[config.mk]
export PLATFORM = sky130hd
export DESIGN_NAME = data_display_reader
export DESIGN_NICKNAME = d
export VERILOG_FILES = /design/src/rtl/data_display_reader.sv
export SDC_FILE = /design/constraint.sdc
export NUM_CORES = 1
export LEC_CHECK = 0
export ABC_AREA = 1
export ABC_CLOCK_PERIOD_IN_PS = 2550
export CAP_MARGIN = 20
export CORE_MARGIN = 10
export CORE_UTILIZATION = 40
export DETAILED_ROUTE_END_ITERATION = 10
export GPL_ROUTABILITY_DRIVEN = 0
export PLACE_DENSITY_LB_ADDON = 0.2
export SYNTH_ARGS = -nofsm -noshare
export SYNTH_HDL_FRONTEND = slang
export SYNTH_SLANG_ARGS = --single-unit
[constraint.sdc]
create_clock -name clk -period 2.55 [get_ports clk]
set_clock_uncertainty 0.05 [all_clocks]
set_input_delay 0.3825 -clock clk [delete_from_list [all_inputs] [get_ports clk]]
set_output_delay 0.3825 -clock clk [all_outputs]
set_load 0.005 [all_outputs]
[src/rtl/data_display_reader.sv]
// data_display_reader
//
// Captures a 14-bit binary word and converts it to four BCD digits using a
// sequential double-dabble (one shift step per clock, 14 steps). The latched
// result is shown on a four-digit, common-anode seven-segment display. The
// display scan runs continuously and does not depend on the converter.
//
// Ports
//   clk       system clock, rising edge
//   rst_n     asynchronous active-low reset
//   value     binary word to convert (sampled when a conversion starts)
//   start     conversion request, honoured only while idle
//   busy      high while a conversion is in progress
//   done      one-cycle pulse when bcd/overflow are loaded
//   bcd       latched result, [3:0] ones ... [15:12] thousands
//   overflow  latched flag, captured value was above 9999
//   an        digit enables, active-low, an[0] = ones digit
//   seg       segments {g,f,e,d,c,b,a}, active-low
//
// state | meaning
// ------+------------------------------------------------------------
// IDLE  | waiting for start; bcd/overflow hold the last result
// CONV  | one double-dabble step per cycle, 14 cycles, then load result

module data_display_reader #(
    parameter int REFRESH_DIV = 100000,
    parameter bit BLANK_LEAD  = 1'b1
) (
    input  logic        clk,
    input  logic        rst_n,
    input  logic [13:0] value,
    input  logic        start,
    output logic        busy,
    output logic        done,
    output logic [15:0] bcd,
    output logic        overflow,
    output logic [3:0]  an,
    output logic [6:0]  seg
);

    localparam int            RW   = (REFRESH_DIV > 2) ? $clog2(REFRESH_DIV) : 1;
    localparam logic [RW-1:0] RMAX = RW'(REFRESH_DIV - 1);

    localparam logic [6:0] SEG_DASH  = 7'b0111111;
    localparam logic [6:0] SEG_BLANK = 7'b1111111;

    typedef enum logic {
        IDLE = 1'b0,
        CONV = 1'b1
    } state_t;

    state_t      state;
    logic [13:0] shreg;
    logic [15:0] scratch;
    logic [3:0]  iter;
    logic        ov_cap;

    logic [15:0] adj;
    logic [15:0] scratch_nxt;
    logic [13:0] shreg_nxt;

    // One double-dabble step: correct each nibble, then shift the whole
    // {scratch, shreg} chain left. Bits leaving the thousands nibble are the
    // ten-thousands carry, which only the overflow flag cares about.
    always_comb begin
        adj = scratch;
        for (int i = 0; i < 4; i++) begin
            if (scratch[i*4 +: 4] >= 4'd5)
                adj[i*4 +: 4] = scratch[i*4 +: 4] + 4'd3;
        end
        scratch_nxt = {adj[14:0], shreg[13]};
        shreg_nxt   = {shreg[12:0], 1'b0};
    end

    always_ff @(posedge clk or negedge rst_n) begin
        if (!rst_n) begin
            state    <= IDLE;
            busy     <= 1'b0;
            done     <= 1'b0;
            bcd      <= 16'h0000;
            overflow <= 1'b0;
            shreg    <= '0;
            scratch  <= '0;
            iter     <= '0;
            ov_cap   <= 1'b0;
        end else begin
            done <= 1'b0;
            case (state)
                IDLE: begin
                    if (start) begin
                        shreg   <= value;
                        scratch <= '0;
                        iter    <= '0;
                        ov_cap  <= (value >= 14'd10000);
                        state   <= CONV;
                        busy    <= 1'b1;
                    end
                end
                CONV: begin
                    shreg   <= shreg_nxt;
                    scratch <= scratch_nxt;
                    iter    <= iter + 4'd1;
                    if (iter == 4'd13) begin
                        state    <= IDLE;
                        busy     <= 1'b0;
                        done     <= 1'b1;
                        bcd      <= scratch_nxt;
                        overflow <= ov_cap;
                    end
                end
                default: state <= IDLE;
            endcase
        end
    end

    logic [RW-1:0] rcnt;
    logic [1:0]    idx;

    always_ff @(posedge clk or negedge rst_n) begin
        if (!rst_n) begin
            rcnt <= '0;
            idx  <= '0;
        end else if (rcnt == RMAX) begin
            rcnt <= '0;
            idx  <= idx + 2'd1;
        end else begin
            rcnt <= rcnt + 1'b1;
        end
    end

    logic [3:0] digit;
    logic [6:0] pat;
    logic       lead_zero;

    always_comb begin
        an      = 4'b1111;
        an[idx] = 1'b0;

        digit = bcd[{idx, 2'b00} +: 4];

        // A digit is a leading zero when it and everything above it are zero;
        // the ones digit is always shown.
        case (idx)
            2'd1:    lead_zero = (bcd[15:4]  == 12'd0);
            2'd2:    lead_zero = (bcd[15:8]  == 8'd0);
            2'd3:    lead_zero = (bcd[15:12] == 4'd0);
            default: lead_zero = 1'b0;
        endcase

        case (digit)
            4'd0:    pat = 7'b1000000;
            4'd1:    pat = 7'b1111001;
            4'd2:    pat = 7'b0100100;
            4'd3:    pat = 7'b0110000;
            4'd4:    pat = 7'b0011001;
            4'd5:    pat = 7'b0010010;
            4'd6:    pat = 7'b0000010;
            4'd7:    pat = 7'b1111000;
            4'd8:    pat = 7'b0000000;
            4'd9:    pat = 7'b0010000;
            default: pat = SEG_BLANK;
        endcase

        if (overflow)
            seg = SEG_DASH;
        else if (BLANK_LEAD && lead_zero)
            seg = SEG_BLANK;
        else
            seg = pat;
    end

endmodule
## After elaboration in Yosys (flattened, before gate mapping)

Memory sizes are Yosys's and may differ from the RTL's.
Cells that the tools add are included.
Widths: inputs -> output; s select.

- Register bits after elaboration: 74
- ROM bits: 112
- Input port bits: 17
- Output and inout port bits: 30
- Word-level logic and storage cells: 67
- Memories: 1

Memories:

| name | words | bits a word | rd ports | clocked after memory_dff | wr ports | RTL line | source |
|---|---|---|---|---|---|---|---|
| (name not given) | 16 | 7 | 1 | 0 | 0 | 150 | `case (digit)` |

- Add/sub/neg operators: 7
- $lt $le $gt $ge: 7
- Eq/ne operators: 7
- Shift-type cells: 1
- Multiplexer cells: 24
- Bitwise logic cells: 2
- Reduce and logical (&&, ||, !) cells: 7

Operators by type and width:

| operator | number |
|---|---|
| $pmux 16 s2 | 1 |
| $pmux 14 s2 | 1 |
| $add 17x1->17 const B | 1 |
| $eq 17x17->1 const B | 1 |
| $mux 17 | 1 |
| $ge 4x3->1 const B | 4 |
| $mux 16 | 1 |
| $mux 4 | 4 |
| $shiftx 16x5->4 | 1 |
| $ge 14x14->1 const B | 1 |
| $mux 14 | 1 |
| $mux 7 | 2 |
| $add 4x2->4 const B | 3 |
| $logic_not 12->1 | 1 |
| $logic_not 8->1 | 1 |
| $pmux 4 s2 | 1 |
| $mux 1 | 7 |
| $reduce_and 2->1 | 3 |
| $add 4x1->4 const B | 1 |
| $eq 2x2->1 const B | 2 |
| $eq 4x4->1 const B | 1 |
| $logic_not 4->1 | 1 |
| $not 4->4 | 1 |
| $pmux 1 s2 | 2 |
| 12 further kinds | 12 |

## Depth between registers and ports, before layout

- Depth in word-level cells: 5
- Gate-level depth with buffers: 13
- Depth with buffers taken out: 11

## Worst setup path before layout

Ideal clock, no wire load.

- Path kind: flip-flop to output port
- From: register idx[0]
- To: output seg[6]
- Arrival: 1.568 ns
- Setup slack: 0.550 ns
- Cell stages (with the launch flop): 14
- Path buffers: 2
- Cell sequence: dfrtp_1 buf_6 inv_4 buf_12 nand2_1 o211ai_1 nand2_1 inv_1 ha_1 nand3b_1 nand3_1 nand3_1 nand2_1 inv_1

- Longest elaborated chain between the ends: 4
- Elaborated cells between the ends (all ways): 8
- Classes of those cells: eq/ne (3); shift (1); mux (3); memory (1)

RTL lines:

| what | RTL line | source |
|---|---|---|
| start, declared | 117 | `logic [1:0] idx;` |
| start signal, assigned | 125 | `idx <= idx + 2'd1;` |
| $shiftx 16x5->4 (tied with other cells) | 139 | `digit = bcd[{idx, 2'b00} +: 4];` |
| $mem_v2 16x7 or $pmux 1 s3 (tied branches) | - |  |
| $mux 7 * | 166 | `else if (BLANK_LEAD && lead_zero)` |
| $mux 7 * | 164 | `if (overflow)` |
| end, declared | 38 | `output logic [6:0] seg` |

Mark *: on every way between the ends. The rest lies on a longest branch, timed or not.

## Final worst setup path

- From: register idx[0]
- To: output seg[3]

Same word-level chain as after synthesis.

==> reports/results.tsv <==
metric	value	unit
grt_max_degree	56	
io_pins	47	
mostFrequentLayoutCell	nand2_1	
p_leak	0.002482	uW
cts-root-buf	clkbuf_8	
ant_nets	0	
avgSynthCellArea	8.381	sq um
tightest_slew	834.5	ps
ir_worst_vdd	0.4177	mV
grt_util_all_layers	13.34	%
syn_inst	477	
max_freq	0.4072	GHz
via_count	3384	
area_delta_synth_final	25.63	%
drv_slew	0	
syn-num-nets	515	
powerDensity	1052	nW/um^2
ys_types	35	
htree_num_levels	3	
synthesis.area	3998	sq um
start_util	40.90	%
die-area	14390	sq um
path_class	reg2out	
min_path_type	reg2reg	
core_region_area	9774	sq um
whs	433.3	ps
cp-end-kind	output port	
synth_seq_cells	74	
drive_gt1_share	14.75	%
cp.arrival	2020	ps
place_hpwl	6869	um
cts.reportedPaths.clkPinSlew	80	ps
rows	36	
path_max_fanout	5	
cts_buffers	9	
vias_per_cell	4.911	
fin_area	5022	sq um
cts.sinks	74	
cap_violations	0	
detail_route.wl_per_cell	13.50	um
startpoint_type	register	
first_global_vias	3365	
cts_buffer_depth	2	
layout_min_cycle_time	2456	ps
slew_headroom	44.30	%
grt-ovfl-total	0	
die_h	120.0	um
dpl_cell_area	4623	sq um
ys_warn_count	0	
fillers	967	
design.final.nets	589	
hold_viol_final	0	
dr.pass1.iters	7	
outcome	finished, final reports clean	
period_share	96.31	%
diodes	0	
drt_wl_total	9303	um
portBuffers	46	
postLayoutCoreUtil	51.38	%
clk_latency	350	ps
setup_viol	0	
antenna_found_initial	0	
grt_pass1_wl	15990	um
chipWidth	120.0	um
final_cell_mix	nand2_1 (117), dfrtp_1 (73), inv_1 (63)	
drc	0	
dp_cells	653	
cts_tree	yes	
yosysSeqAreaShare	46.32	%
drt_iter0_drc	203	
instances_no_fill	689	
critPathRequiredTime	2120	ps
[flip-flops by register name (all words and copies together), names as in the netlist]
signal,flops
rcnt,17
bcd,16
scratch,16
shreg,14
iter,4
idx,2
busy,1
done,1
ov_cap,1
overflow,1
state,1
[worst max-delay path, cell delays in order (launching register included)]
cell and delay, ps:
dfrtp_2 440, clkinvlp_4 170, buf_6 150, nand2_2 50
nand2_2 70, mux2i_4 180, inv_2 70, nand2_2 80
nand2_2 60, nor2_4 120, buf_6 110, nand2_1 50
clkbuf_2 110
[Yosys cell counts, drive strengths merged]
cell | n | area (sq um)
nand2 | 131 | 524.3
dfrtp | 74 | 1852
inv | 66 | 250.2
o21ai | 36 | 180.2
nand3 | 34 | 195.2
nor2 | 25 | 103.9
ha | 21 | 262.8
xor2 | 15 | 131.4
o22ai | 13 | 81.33
a21oi | 12 | 60.06
nand4 | 7 | 43.79
clkbuf | 6 | 22.52
o221ai | 6 | 52.55
buf | 5 | 46.29
nor3 | 5 | 30.03
o211ai | 5 | 37.54
or2 | 4 | 25.02
a22oi | 3 | 22.52
nor4 | 3 | 18.77
a31oi | 1 | 6.260
clkinv | 1 | 3.750
mux2i | 1 | 22.52
nand3b | 1 | 7.510
o211a | 1 | 10.01
o21bai | 1 | 7.510
[what timing repair did]
item,in CTS,in global routing
hold buffers,1,0
pin swaps,4,6
endpoints found under the setup margin,7,7
buffers inserted,16,2
resized for setup,23,17
endpoints found under the hold margin,19,0
gates cloned,1,0
[where the power goes]
part,leakage [uW],total [uW],switching (uW),internal (uW)
Combinational,0.00143,2350,1260,1090
Clock,0.000106,1020,465,559
Sequential,0.000943,1910,337,1570
Total,0.00248,5280,2060,3220
[per-stage QoR]
stage,total power [uW],setup slack [ps],setup TNS [ps]
floorplan,3253,549.6,0
global placement,4157,196.9,0
detailed placement,4224,111.2,0
CTS,5319,-28.81,-32.79
global route,5779,-7.724,-15.24
finish,5284,93.99,0
[kinds of logic after synthesis]
family | synth area share [%]
and+or+nand+nor | 23.72
xor gates and xnor gates | 3.286
adders and majority gates | 6.573
DFF | 46.32
buffers and inverters | 8.075
muxes | 0.5633
AOI/OAI and AO/OA | 11.46
[layer usage]
metal	share of wire (%)	global-route usage [%]	up-vias	routed length, um
li1	-	-	1704	-
met1	49	17.62	1572	4547
met2	43	20.43	100	4028
met3	6.6	3.235	8	617
met4	1.2	5.656	0	110
met5	0	0	-	0
[final cells by class]
type	instances	area (sq um)	area share (%)
Sequential cell	74	1853	36.90
Timing Repair Buffer	73	660.6	13.15
Timing Repair inverter	1	7.507	0.1495
Inverter	67	256.5	5.107
Tap cell	133	166.4	3.313
Clock inverter	7	101.3	2.018
Clock buffer	9	123.9	2.466
Multi-Input combinational cell	325	1853	36.90
[path summary, 6_finish.rpt]
check                                            end  slack, ps                from  cells after the start
worst max-delay path                          seg[3]         90  idx[0]$_DFFE_PN0N_                     12
worst min-delay path               rcnt[0]$_DFF_PN0_        430   rcnt[0]$_DFF_PN0_                      1
worst max register to register  shreg[9]$_DFFE_PN0P_        790     state$_DFF_PN0_                      3
worst min register to register     rcnt[0]$_DFF_PN0_        430   rcnt[0]$_DFF_PN0_                      1
max in group asynchronous         idx[0]$_DFFE_PN0N_       1300               rst_n                      3
min in group asynchronous       shreg[9]$_DFFE_PN0P_        480               rst_n                      2
Power figures use the tool's default switching activity.
